===== src/rtl/ex_mem_skid_stage_pkg.sv =====
// Shared EX/MEM types: control bundle, default-width payload, payload width helper.
package ex_mem_pkg;

    localparam int XLEN_DEF   = 64;
    localparam int REG_AW_DEF = 5;

    typedef struct packed {
        logic memread;
        logic memwrite;
        logic memtoreg;
        logic regwrite;
    } ex_mem_ctrl_t;

    localparam int CTRL_W = $bits(ex_mem_ctrl_t);

    typedef struct packed {
        logic [XLEN_DEF-1:0]   aluout;
        logic [XLEN_DEF-1:0]   readdata2;
        logic [REG_AW_DEF-1:0] writeregister;
        ex_mem_ctrl_t          ctrl;
    } ex_mem_payload_t;

    // Packed payload width for a given datapath / register-address width.
    function automatic int payload_w(input int xlen, input int aw);
        return 2 * xlen + aw + CTRL_W;
    endfunction

endpackage


===== src/rtl/ex_mem_skid_stage_if.sv =====
// EX->MEM bus: producer handshake + payload, consumer handshake + registered outputs.
interface ex_mem_if #(
    parameter int XLEN   = 64,
    parameter int REG_AW = 5,
    parameter int CNT_W  = 16
);
    logic              flush;
    logic              in_valid;
    logic              in_ready;
    logic [XLEN-1:0]   aluout;
    logic [XLEN-1:0]   readdata2;
    logic [REG_AW-1:0] writeregister;
    logic              memread;
    logic              memwrite;
    logic              memtoreg;
    logic              regwrite;
    logic              out_valid;
    logic              out_ready;
    logic [XLEN-1:0]   aluout_out;
    logic [XLEN-1:0]   readdata2_out;
    logic [REG_AW-1:0] writeregister_out;
    logic              memread_out;
    logic              memwrite_out;
    logic              memtoreg_out;
    logic              regwrite_out;
    logic [CNT_W-1:0]  stall_cnt;

    // Environment side (EX producer, MEM consumer, flush source).
    modport master (
        output flush, in_valid, aluout, readdata2, writeregister,
               memread, memwrite, memtoreg, regwrite, out_ready,
        input  in_ready, out_valid, aluout_out, readdata2_out, writeregister_out,
               memread_out, memwrite_out, memtoreg_out, regwrite_out, stall_cnt
    );

    // Pipeline-stage side.
    modport slave (
        input  flush, in_valid, aluout, readdata2, writeregister,
               memread, memwrite, memtoreg, regwrite, out_ready,
        output in_ready, out_valid, aluout_out, readdata2_out, writeregister_out,
               memread_out, memwrite_out, memtoreg_out, regwrite_out, stall_cnt
    );
endinterface


===== src/rtl/ex_mem_skid_stage_pipe_skid_buf.sv =====
// Generic 2-entry (main + skid) valid/ready buffer with flush on a packed payload.
// in_ready depends on state only, so out_ready never reaches in_ready combinationally.
module pipe_skid_buf #(
    parameter int W = 8
) (
    input  logic         clk,
    input  logic         rst_n,
    input  logic         flush_i,
    input  logic         in_valid_i,
    output logic         in_ready_o,
    input  logic [W-1:0] in_data_i,
    output logic         out_valid_o,
    input  logic         out_ready_i,
    output logic [W-1:0] out_data_o
);
    logic         main_v_q, main_v_d;
    logic         skid_v_q, skid_v_d;
    logic [W-1:0] main_q, main_d;
    logic [W-1:0] skid_q, skid_d;
    logic         accept, pop;

    assign in_ready_o  = !skid_v_q;
    assign out_valid_o = main_v_q;
    assign out_data_o  = main_q;
    assign accept      = in_valid_i && !skid_v_q;
    assign pop         = main_v_q && out_ready_i;

    // Next-state: flush wins, then pop (skid refills main first), then plain accept.
    always_comb begin
        main_v_d = main_v_q;
        skid_v_d = skid_v_q;
        main_d   = main_q;
        skid_d   = skid_q;
        if (flush_i) begin
            main_v_d = 1'b0;
            skid_v_d = 1'b0;
        end else if (pop) begin
            if (skid_v_q) begin
                main_d   = skid_q;
                main_v_d = 1'b1;
                skid_v_d = accept;
                if (accept) skid_d = in_data_i;
            end else begin
                main_v_d = accept;
                if (accept) main_d = in_data_i;
            end
        end else if (accept) begin
            if (main_v_q) begin
                skid_d   = in_data_i;
                skid_v_d = 1'b1;
            end else begin
                main_d   = in_data_i;
                main_v_d = 1'b1;
            end
        end
    end

    // State registers with synchronous active-low reset.
    always_ff @(posedge clk) begin
        if (!rst_n) begin
            main_v_q <= 1'b0;
            skid_v_q <= 1'b0;
            main_q   <= '0;
            skid_q   <= '0;
        end else begin
            main_v_q <= main_v_d;
            skid_v_q <= skid_v_d;
            main_q   <= main_d;
            skid_q   <= skid_d;
        end
    end
endmodule


===== src/rtl/ex_mem_skid_stage.sv =====
// EX->MEM pipeline stage: skid buffer, bubble gating of controls, saturating stall counter.
module ex_mem_skid_stage
    import ex_mem_pkg::*;
#(
    parameter int XLEN   = 64,
    parameter int REG_AW = 5,
    parameter int CNT_W  = 16
) (
    input  logic   clk,
    input  logic   rst_n,
    ex_mem_if.slave bus
);
    localparam int W = payload_w(XLEN, REG_AW);
    localparam logic [CNT_W-1:0] CNT_MAX = {CNT_W{1'b1}};

    logic [W-1:0]     in_pl, out_pl;
    logic             out_valid;
    ex_mem_ctrl_t     ctrl_raw;
    logic [CNT_W-1:0] stall_cnt_q, stall_cnt_d;

    assign in_pl = {bus.aluout, bus.readdata2, bus.writeregister,
                    bus.memread, bus.memwrite, bus.memtoreg, bus.regwrite};

    pipe_skid_buf #(.W(W)) u_buf (
        .clk        (clk),
        .rst_n      (rst_n),
        .flush_i    (bus.flush),
        .in_valid_i (bus.in_valid),
        .in_ready_o (bus.in_ready),
        .in_data_i  (in_pl),
        .out_valid_o(out_valid),
        .out_ready_i(bus.out_ready),
        .out_data_o (out_pl)
    );

    assign {bus.aluout_out, bus.readdata2_out, bus.writeregister_out, ctrl_raw} = out_pl;
    assign bus.out_valid = out_valid;

    // Bubbles (invalid or flushed main slot) must never write memory or the register file.
    assign bus.memread_out  = ctrl_raw.memread  & out_valid;
    assign bus.memwrite_out = ctrl_raw.memwrite & out_valid;
    assign bus.memtoreg_out = ctrl_raw.memtoreg & out_valid;
    assign bus.regwrite_out = ctrl_raw.regwrite & out_valid;
    assign bus.stall_cnt    = stall_cnt_q;

    // Count cycles MEM holds off a valid entry; saturate rather than wrap.
    always_comb begin
        stall_cnt_d = stall_cnt_q;
        if (out_valid && !bus.out_ready && stall_cnt_q != CNT_MAX)
            stall_cnt_d = stall_cnt_q + 1'b1;
    end

    // Stall counter register; only reset clears it, flush does not.
    always_ff @(posedge clk) begin
        if (!rst_n) stall_cnt_q <= '0;
        else        stall_cnt_q <= stall_cnt_d;
    end
endmodule

===== src/flat_wrapper.sv =====
// flat-port wrapper written by rule: the top's interface ports become plain ports
module ex_mem_skid_stage_flat import ex_mem_pkg::*;
#(
    parameter int XLEN   = 64,
    parameter int REG_AW = 5,
    parameter int CNT_W  = 16
)
  (clk, rst_n, bus_flush, bus_in_valid, bus_aluout, bus_readdata2, bus_writeregister, bus_memread, bus_memwrite, bus_memtoreg, bus_regwrite, bus_out_ready, bus_in_ready, bus_out_valid, bus_aluout_out, bus_readdata2_out, bus_writeregister_out, bus_memread_out, bus_memwrite_out, bus_memtoreg_out, bus_regwrite_out, bus_stall_cnt);
  ex_mem_if #(.XLEN(XLEN), .REG_AW(REG_AW), .CNT_W(CNT_W)) bus_i ();
  input  logic clk;
  input  logic rst_n;
  input wire logic [$bits(bus_i.flush)-1:0] bus_flush;
  input wire logic [$bits(bus_i.in_valid)-1:0] bus_in_valid;
  input wire logic [$bits(bus_i.aluout)-1:0] bus_aluout;
  input wire logic [$bits(bus_i.readdata2)-1:0] bus_readdata2;
  input wire logic [$bits(bus_i.writeregister)-1:0] bus_writeregister;
  input wire logic [$bits(bus_i.memread)-1:0] bus_memread;
  input wire logic [$bits(bus_i.memwrite)-1:0] bus_memwrite;
  input wire logic [$bits(bus_i.memtoreg)-1:0] bus_memtoreg;
  input wire logic [$bits(bus_i.regwrite)-1:0] bus_regwrite;
  input wire logic [$bits(bus_i.out_ready)-1:0] bus_out_ready;
  output wire logic [$bits(bus_i.in_ready)-1:0] bus_in_ready;
  output wire logic [$bits(bus_i.out_valid)-1:0] bus_out_valid;
  output wire logic [$bits(bus_i.aluout_out)-1:0] bus_aluout_out;
  output wire logic [$bits(bus_i.readdata2_out)-1:0] bus_readdata2_out;
  output wire logic [$bits(bus_i.writeregister_out)-1:0] bus_writeregister_out;
  output wire logic [$bits(bus_i.memread_out)-1:0] bus_memread_out;
  output wire logic [$bits(bus_i.memwrite_out)-1:0] bus_memwrite_out;
  output wire logic [$bits(bus_i.memtoreg_out)-1:0] bus_memtoreg_out;
  output wire logic [$bits(bus_i.regwrite_out)-1:0] bus_regwrite_out;
  output wire logic [$bits(bus_i.stall_cnt)-1:0] bus_stall_cnt;
  assign bus_i.flush = bus_flush;
  assign bus_i.in_valid = bus_in_valid;
  assign bus_i.aluout = bus_aluout;
  assign bus_i.readdata2 = bus_readdata2;
  assign bus_i.writeregister = bus_writeregister;
  assign bus_i.memread = bus_memread;
  assign bus_i.memwrite = bus_memwrite;
  assign bus_i.memtoreg = bus_memtoreg;
  assign bus_i.regwrite = bus_regwrite;
  assign bus_i.out_ready = bus_out_ready;
  assign bus_in_ready = bus_i.in_ready;
  assign bus_out_valid = bus_i.out_valid;
  assign bus_aluout_out = bus_i.aluout_out;
  assign bus_readdata2_out = bus_i.readdata2_out;
  assign bus_writeregister_out = bus_i.writeregister_out;
  assign bus_memread_out = bus_i.memread_out;
  assign bus_memwrite_out = bus_i.memwrite_out;
  assign bus_memtoreg_out = bus_i.memtoreg_out;
  assign bus_regwrite_out = bus_i.regwrite_out;
  assign bus_stall_cnt = bus_i.stall_cnt;
  ex_mem_skid_stage #(.XLEN(XLEN), .REG_AW(REG_AW), .CNT_W(CNT_W)) u_core (.clk(clk), .rst_n(rst_n), .bus(bus_i));
endmodule

===== config.mk =====
export PLATFORM = sky130hd
export DESIGN_NAME = ex_mem_skid_stage_flat
export DESIGN_NICKNAME = d
export VERILOG_FILES = /design/src/rtl/ex_mem_skid_stage_pkg.sv /design/src/rtl/ex_mem_skid_stage_if.sv /design/src/rtl/ex_mem_skid_stage_pipe_skid_buf.sv /design/src/rtl/ex_mem_skid_stage.sv /design/src/flat_wrapper.sv
export SDC_FILE = /design/constraint.sdc
export NUM_CORES = 1
export LEC_CHECK = 0
export BUFFER_PORTS_ARGS = -buffer_cell sky130_fd_sc_hd__buf_2
export CAP_MARGIN = 10
export CORE_ASPECT_RATIO = 0.9
export CORE_MARGIN = 2
export CORE_UTILIZATION = 50
export CTS_CLUSTER_SIZE = 40
export DETAILED_ROUTE_END_ITERATION = 8
export GPL_TIMING_DRIVEN = 0
export PLACE_DENSITY = 0.81
export SLEW_MARGIN = 20
export SYNTH_ARGS = -nofsm -noshare
export SYNTH_HDL_FRONTEND = slang
export SYNTH_SLANG_ARGS = --single-unit

===== constraint.sdc =====
create_clock -name clk -period 2.1 [get_ports clk]
set_input_delay 0.105 -clock clk [delete_from_list [all_inputs] [get_ports clk]]
set_output_delay 0.105 -clock clk [all_outputs]
set_load 0.01 [all_outputs]

==> results.toml, run 1 <==
[run_status]
status = "finished clean"

[route]
vias_per_cell = 5.25
detail-route-antenna-nets = 0
vias = 12100
wirelength_um = 38100
wl_per_cell_um = 16.6
drt-initial-drc-count = 776
drtPass1Iterations = 5
drc_errors = 0

[placement]
dp_hpwl_um = 24500
io_buffers = 296
globalplace.congestion = 0.850
pre_cts_ws_ns = -0.0587

[global_routing]
use_met1_pct = 33.0
grt.total_usage_pct = 27.1
met2_usage_pct = 46.9
grt_pass1_vias = 12100
grt_remaining_overflow = 0
top_usage_layer = "met2"
antenna_found_initial = 2
grt_max_degree = 16
use_met3_pct = 4.69
grt_pass1_wl_um = 60100

[synthesis]
syn-instance-count = 1460
yosys-top-cells-area = "dfxtp_1, mux2i_1, nand2_1, buf_4, a21oi_1"
yosys_warnings = 0
avgSynthCellArea_um2 = 8.82
ys_seq_area_share_pct = 45.4
synth_ff_type = "dfxtp_1"
synthArstFlopShare_pct = 0
synth_nets = 1603
ys_types = 34
netlist.area_leader.share_pct = 45.4
synth_area_leader_cell = "dfxtp_1"
ys_ff_latch = 292
synth_edf_count = 0
synth_area_mm2 = 0.0129

[die]
die_h_um = 156
core_mm2 = 0.0253
die_area_mm2 = 0.0271
ios = 297
fp.dieW_um = 173
rows = 55
start_util_pct = 51.0

[timing]
finalCritPeriodShare_pct = 94.4
period_minus_slack_ns = 1.98
slew_headroom_pct = 44.3
tightestPinTransition_ns = 0.835
finalSetupViolCount = 0
grt_setup_unrepaired = "false"
finalHoldViolations = 0
maxSlewViolCount = 0
skew_ns = 0.0184
fmax_mhz = 505
fin_tns_setup_ns = 0
whs_ns = 0.140
fin_ws_ns = 0.118

[critical_path]
worstPathMaxFanout = 10
arrival_ns = 2.38
worstPathRequired_ns = 2.49
critPathKind = "reg -> reg"
cp-end-kind = "register"
start_kind = "register"

[pwr]
p_int_uw = 9480
p_leak_uw = 0.00810
seqPwrFrac_pct = 46.4
switchingPower_uw = 3160
combPwrFrac_pct = 13.3
clock_power_share_pct = 40.3
power_density_mw_per_mm2 = 736
sw_frac_of_total_pct = 25.0
total_power_uw = 12600
ir_drop_mv = 0.532

[final_layout]
num-fill-cells = 1872
ff_latch_area_mm2 = 0.00585
drive_above_1_share_pct = 30.4
area_growth_syn_to_layout_pct = 33.3
final_net_count = 2073
multiInputGateArea_mm2 = 0.00546
final_util_pct = 68.0

[clock_network]
cts_buffers = 30
clk_latency_ns = 0.56
cts_buffer_depth = 3
h-tree-depth = 1
clk_pin_slew_worst_paths_ns = 0.07
cts_tree = "done"
cts.sinks = 292
cts_root_buf = "clkbuf_16"

[job]
cap_violations = 0

[worst_hold_path]
hp-class = "in -> reg"
## layer usage
layer  routed length (um)  part of all wire, %
met1                15400                   40
met2                18500                   49
met3                 2450                  6.4
met4                 1730                  4.5
met5                    0                    0
## metrics by stage
stage,instances,cell area [um^2]
floorplan,1460,12900
global placement,2098,14800
detailed placement,2098,14800
CTS,2294,17100
global route,2296,17200
finish,2299,17200
## synthesized netlist by cell type (2+ instances only)
library cell	number
nor2_1	140
or3_1	3
nand3_1	4
nand4_2	2
a21oi_1	150
inv_1	6
dfxtp_1	292
buf_6	4
nand2_1	290
clkbuf_1	35
and2_1	6
o21ai_0	2
nor3_1	2
a211oi_2	40
a211oi_1	99
buf_4	143
mux2i_1	144
o31ai_1	6
or4_1	6
nand2b_1	9
nand4_1	3
buf_2	62
## sequential cells by signal (all words and copies together), names as in the netlist
name / count
u_core.u_buf.skid_q: 137
u_core.u_buf.out_valid_o: 1
u_core.u_buf.out_data_o: 137
u_core.u_buf.skid_v_q: 1
u_core.bus.stall_cnt: 16
## cell type report
cell class | instances | area share [%]
inverters | 6 | 0.131
plain buffers | 244 | 9.11
flip-flops and latches | 292 | 34.1
well taps | 342 | 2.49
multi-input cells | 918 | 31.8
clock buffers | 48 | 5.17
repair buffers | 438 | 16.9
diodes | 5 | 0.0729
clock inverters | 6 | 0.270
## worst max-delay path: stages, from the launching register on
cell and delay, ns:
dfxtp_1 0.35, buf_2 0.24, nand2_1 0.12, a211oi_4 0.27
buf_2 0.34, buf_2 0.37, a211oi_2 0.12
## cell usage in the layout, fill, tap and decap left out, drive strengths merged
master       count
and3             1
dlygate4sd3    142
mux2i          144
and4             1
ha               1
buf            504
nand4            5
nor2b            1
nor4b            2
nor2           140
a211oi         140
or2              1
nor3             2
clkinv           4
clkbuf          84
a31oi            1
dfxtp          292
nor4             1
or4              6
nand2b           9
a21oi          150
o31ai            6
clkinvlp         2
nand3            4
and4b            1
diode            5
or3              3
inv              6
o21ai            3
nand2          290
and2             6
## power by group through the flow
stage	combinational (uW)	clock [uW]	sequential (uW)
global placement	1400	0	5970
detailed placement	1430	0	5980
floorplan	901	0	5950
global route	1810	5370	5880
finish	1680	5100	5860
CTS	1650	5140	5860
## cell families after synthesis
logic type / count (synthesis) / share of synthesized area, %
DFF: 292 / 45.4
buffers and inverters: 250 / 12.3
adders and majority gates: 1 / 0.0972
and+or+nand+nor: 473 / 14.9
muxes: 144 / 11.2
AOI/OAI and AO/OA: 300 / 16.2
## worst paths after layout
check                            from                           to  slack (ns)  cells past startpoint
min reg2reg  u_core.u_buf.skid_q[136]     u_core.u_buf.skid_q[136]        0.45                      2
max          u_core.u_buf.out_valid_o  u_core.u_buf.out_data_o[75]        0.12                      6
max reg2reg  u_core.u_buf.out_valid_o  u_core.u_buf.out_data_o[75]        0.12                      6
min                         bus_flush     u_core.u_buf.skid_q[136]        0.14                      5
## timing repair
action / in CTS / in global routing
endpoints found under the hold margin: 277 / 0
resized for setup: 1 / 2
hold buffers: 142 / 0
setup endpoints to repair: 65 / 12
buffers inserted: 0 / 0
Power figures use the tool's default switching activity.
==> inputs of run 2 (changes only) <==
Settings changed: CTS_BUF_LIST set to sky130_fd_sc_hd__clkbuf_16, SETUP_SLACK_MARGIN set to 0.15.
==> run 2 against run 1 <==
Net effect:
- combinational power about the same
- sequential power about the same
- die area unchanged
- clock skew about the same
- cell count increased by 0.13%
- largest power group unchanged
==> results.toml, run 2 (synthesized netlist as in run 1, its figures left out) <==
[timing]
finalHoldViolations = 0
finalSetupViolCount = 0
fmax_mhz = 531
slew_headroom_pct = 43.2
fin_tns_setup_ns = 0
period_minus_slack_ns = 1.88
skew_ns = 0.0184
finalCritPeriodShare_pct = 89.8
maxSlewViolCount = 0
tightestPinTransition_ns = 0.852
grt_setup_unrepaired = "true"

[pwr]
ir_drop_mv = 0.458
power_density_mw_per_mm2 = 719
total_power_uw = 12300
p_leak_uw = 0.00814

[final_layout]
drive_above_1_share_pct = 30.5
final_net_count = 2075
final_cell_mix = "buf_2, dfxtp_1, nand2_1, a21oi_1, buf_4"
final_common_cell = "buf_2"
num-fill-cells = 1878
area_growth_syn_to_layout_pct = 33.4
design_area_mm2 = 0.0172

[route]
vias_per_cell = 5.21
drt-initial-drc-count = 842
wl_per_cell_um = 16.6
drc_errors = 0
wirelength_um = 38200
detail-route-antenna-nets = 0
vias = 12000
drtPass1Iterations = 5

[clock_network]
cts_root_buf = "clkbuf_16"
cts_buffer_depth = 3
cts_tree = "done"
clk_latency_ns = 0.56
h-tree-depth = 1
cts.sinks = 292
clk_pin_slew_worst_paths_ns = 0.07
cts_buffers = 30

[placement]
io_buffers = 296
globalplace.congestion = 0.850
dp_hpwl_um = 24500
placed_area_mm2 = 0.0148

[worst_hold_path]
holdPathStages = 6
holdPathEnd = "u_core.u_buf.skid_q[136]"
hp-class = "in -> reg"
hp-start = "bus_in_valid"

[die]
core_mm2 = 0.0253
die_area_mm2 = 0.0271
rows = 55
fp.dieW_um = 173
start_util_pct = 51.0
ios = 297
die_h_um = 156

[critical_path]
rr_worst_depth = 7
critPathLaunch = "u_core.u_buf.out_valid_o"
r2r-end = "u_core.u_buf.out_data_o[121]"
reg2reg_from = "u_core.u_buf.out_valid_o"
critPathKind = "reg -> reg"
cp-end-kind = "register"
worstPathRequired_ns = 2.54
worstPathMaxFanout = 10
start_kind = "register"
reg2reg_slack_ns = 0.22
arrival_ns = 2.32

[global_routing]
grt.total_usage_pct = 27.0
grt_pass1_vias = 12000
grt_remaining_overflow = 0
grt_max_degree = 16
antenna_found_initial = 3
grt_pass1_wl_um = 59800

[run_status]
status = "finished clean"

[job]
cap_violations = 0
## run 2: final cells by class
class	instances	area, um^2	area share [%]
sequential	292	5850	34.0
clock buffer	30	751	4.37
clock inverter	24	114	0.663
inverter	6	22.5	0.131
buffer	244	1610	9.35
antenna	6	15.0	0.0874
tap	342	428	2.49
timing repair buffer	440	2920	17.0
multi-input combinational	918	5470	31.9
## run 2: per-stage QoR
step	instances	hold WS, ns	worst slack (ns)	util (%)
2_1_floorplan	1460	0.205	0.407	-
3_3_place_gp	2098	0.359	0.0151	58.5
3_5_place_dp	2098	0.363	-0.0587	58.5
4_1_cts	2294	0.311	0.157	67.6
5_1_grt	2299	0.360	0.117	68.0
6_report	2302	0.324	0.215	68.0
## run 2: layer usage
layer  track usage, %  up-vias  wire length (um)  share of wire, %
met5                0        -                 0                 0
met4             12.0        0              1650               4.3
met3             4.62      127              2140               5.6
met2             46.7      478             18700                49
met1             33.1     5594             15800                41
li1                 -     5792                 -                 -
## run 2: timing repair
action | CTS | global route
gates resized for setup | 3 | 26
buffers inserted | 0 | 2
hold endpoints to repair | 277 | 0
hold buffers | 142 | 0
setup endpoints to repair | 143 | 130
## run 2: worst max-delay path by stage
stage	slack (ns)	to	depth (start not counted)
detailed placement	-0.06	u_core.u_buf.skid_q[61]	6
global route	0.12	u_core.u_buf.out_data_o[121]	7
finish	0.22	u_core.u_buf.out_data_o[121]	7
floorplan	0.41	u_core.bus.stall_cnt[2]	6
CTS	0.16	u_core.u_buf.out_data_o[68]	6
global placement	0.02	u_core.u_buf.skid_q[11]	6
## run 2: worst max-delay path, cell delays in order, from the launching register on
cell and delay, ns:
dfxtp_1 0.36, clkbuf_4 0.22, nand2_1 0.11, a211oi_4 0.28, buf_6 0.23, buf_4 0.20
nor2_1 0.07, a211oi_1 0.30
## run 2: report_power, final
| part | total, uW | internal [uW] | switching (uW) |
|---|---|---|---|
| Sequential | 5860 | 5750 | 115 |
| Combinational | 1690 | 856 | 835 |
| Clock | 4790 | 2570 | 2220 |
==> inputs of run 3 (changes only) <==
Settings changed: CORE_UTILIZATION 50 to 40, GPL_ROUTABILITY_DRIVEN set to 0, PLACE_DENSITY 0.81 to 0.68.
==> run 3 against run 2 <==
Net effect:
- sequential share of layout area fell by 0.74 points
- core utilization fell by 13 points
- clock power rose by 25%
- setup slack improved by 0.059 ns
- sequential cell count did not move
- critical endpoint is now u_core.bus.stall_cnt[11]
==> results.toml, run 3 (synthesized netlist as in run 1, its figures left out) <==
[die]
start_util_pct = 40.5
die_area_mm2 = 0.0336
ios = 297
fp.dieW_um = 193
rows = 62
core_mm2 = 0.0318
die_h_um = 174

[timing]
finalHoldViolations = 0
grt_setup_unrepaired = "true"
maxSlewViolCount = 0
skew_ns = 0.0157
tightestPinTransition_ns = 0.910
fin_tns_setup_ns = 0
fmax_mhz = 548
slew_headroom_pct = 39.3
finalCritPeriodShare_pct = 86.9
finalSetupViolCount = 0
period_minus_slack_ns = 1.83

[critical_path]
r2r-end = "u_core.bus.stall_cnt[11]"
reg2reg_slack_ns = 0.27
start_kind = "register"
critPathKind = "reg -> reg"
worstPathRequired_ns = 2.52
worstPathMaxFanout = 5
arrival_ns = 2.25
rr_worst_depth = 6
cp-end-kind = "register"
reg2reg_from = "u_core.bus.stall_cnt[0]"

[clock_network]
cts_root_buf = "clkbuf_16"
h-tree-depth = 2
cts_buffer_depth = 3
clk_latency_ns = 0.50
cts_tree = "done"
cts.sinks = 292
cts_buffers = 34
clk_pin_slew_worst_paths_ns = 0.06

[worst_hold_path]
holdPathStages = 4
holdPathEnd = "u_core.bus.stall_cnt[5]"
hp-class = "in -> reg"
hp-start = "rst_n"

[route]
drc_errors = 0
wl_per_cell_um = 15.5
vias = 11600
vias_per_cell = 4.86
detail-route-antenna-nets = 0
wirelength_um = 36900
drt-initial-drc-count = 518
drtPass1Iterations = 5

[job]
cap_violations = 0

[final_layout]
final_common_cell = "buf_2"
finalNonFillerCells = 2380
final_cell_mix = "buf_2, dfxtp_1, nand2_1, a21oi_1, buf_4"
area_growth_syn_to_layout_pct = 36.4
num-fill-cells = 2878
final_net_count = 2081
multiInputGateArea_mm2 = 0.00547
drive_above_1_share_pct = 31.0
ff_latch_area_mm2 = 0.00585
final_util_pct = 55.2

[global_routing]
antenna_found_initial = 4
grt_pass1_wl_um = 57500
grt_pass1_vias = 11300
grt_max_degree = 15
grt.total_usage_pct = 21.3
grt_remaining_overflow = 0

[pwr]
switchingPower_uw = 3250
power_density_mw_per_mm2 = 770
ir_drop_mv = 0.473
p_leak_uw = 0.00826
seqPwrFrac_pct = 43.3
combPwrFrac_pct = 12.3
sw_frac_of_total_pct = 24.0
p_int_uw = 10300
clock_power_share_pct = 44.3

[placement]
io_buffers = 296
dp_hpwl_um = 25500
place_inst = 2172

[run_status]
status = "finished clean"
-- run 3: cell types whose count changed in the layout (fill, tap and decap cells not counted), moves of 4 or more --
| cell | change |
|---|---|
| clkbuf_16 | +7 |
| buf_6 | +6 |
| clkbuf_4 | -5 |
| inv_1 | -5 |
| bufinv_16 | +4 |
| clkbuf_1 | +4 |
-- run 3: layer usage --
metal	GRT usage, %	vias to the layer above	routed length (um)
met5	0	-	13
met4	6.69	2	945
met3	3.31	84	1730
met2	36.0	302	17400
met1	27.7	5380	16700
li1	-	5791	-
-- run 3: final cells by class --
| class | count | share of cell area (%) |
|---|---|---|
| multi-input combinational | 918 | 31.2 |
| sequential | 292 | 33.3 |
| tap | 416 | 2.96 |
| clock inverter | 22 | 1.20 |
| buffer | 244 | 9.19 |
| inverter | 6 | 0.128 |
| antenna | 3 | 0.0428 |
| clock buffer | 37 | 5.27 |
| timing repair buffer | 442 | 16.7 |
-- run 3: power by group through the flow --
stage / registers [uW] / logic (uW) / clock network [uW]
final: 5860 / 1670 / 5990
after global routing: 5880 / 1820 / 6350
after CTS: 5860 / 1660 / 6140
after detailed placement: 5980 / 1430 / 0
after global placement: 5970 / 1420 / 0
after floorplan: 5950 / 901 / 0
-- run 3: worst max-delay path by stage --
| stage | cells past startpoint | slack [ns] | from | endpoint |
|---|---|---|---|---|
| 2_1_floorplan | 6 | 0.41 | u_core.bus.stall_cnt[0] | u_core.bus.stall_cnt[2] |
| 3_3_place_gp | 6 | -0.06 | u_core.u_buf.skid_v_q | u_core.u_buf.skid_q[93] |
| 3_5_place_dp | 6 | -0.15 | u_core.u_buf.skid_v_q | u_core.u_buf.skid_q[11] |
| 4_1_cts | 6 | 0.14 | u_core.u_buf.out_valid_o | u_core.u_buf.out_data_o[50] |
| 5_1_grt | 6 | 0.15 | u_core.bus.stall_cnt[0] | u_core.bus.stall_cnt[3] |
| 6_report | 6 | 0.27 | u_core.bus.stall_cnt[0] | u_core.bus.stall_cnt[11] |
-- run 3: repair_timing --
action	in CTS	in global routing
pin swaps	0	1
endpoints found under the setup margin	209	192
gates cloned	0	1
gates resized for setup	6	26
hold buffers	142	0
endpoints found under the hold margin	261	0
buffers inserted	0	3
-- run 3: through the flow --
step	area, um^2	hold WS [ns]	total power (uW)	worst slack (ns)
2_1_floorplan	12900	0.205	6850	0.407
3_3_place_gp	14900	0.359	7390	-0.0623
3_5_place_dp	14900	0.364	7410	-0.148
4_1_cts	17500	0.0649	13700	0.143
5_1_grt	17600	0.101	14100	0.149
6_report	17600	0.0998	13500	0.274
-- run 3: critical path: stages, from the launching register on --
cell     delay [ns]
dfxtp_1        0.34
ha_1           0.25
and4_1         0.27
nor4b_4        0.16
buf_4          0.13
or4_1          0.46
a21oi_1        0.15
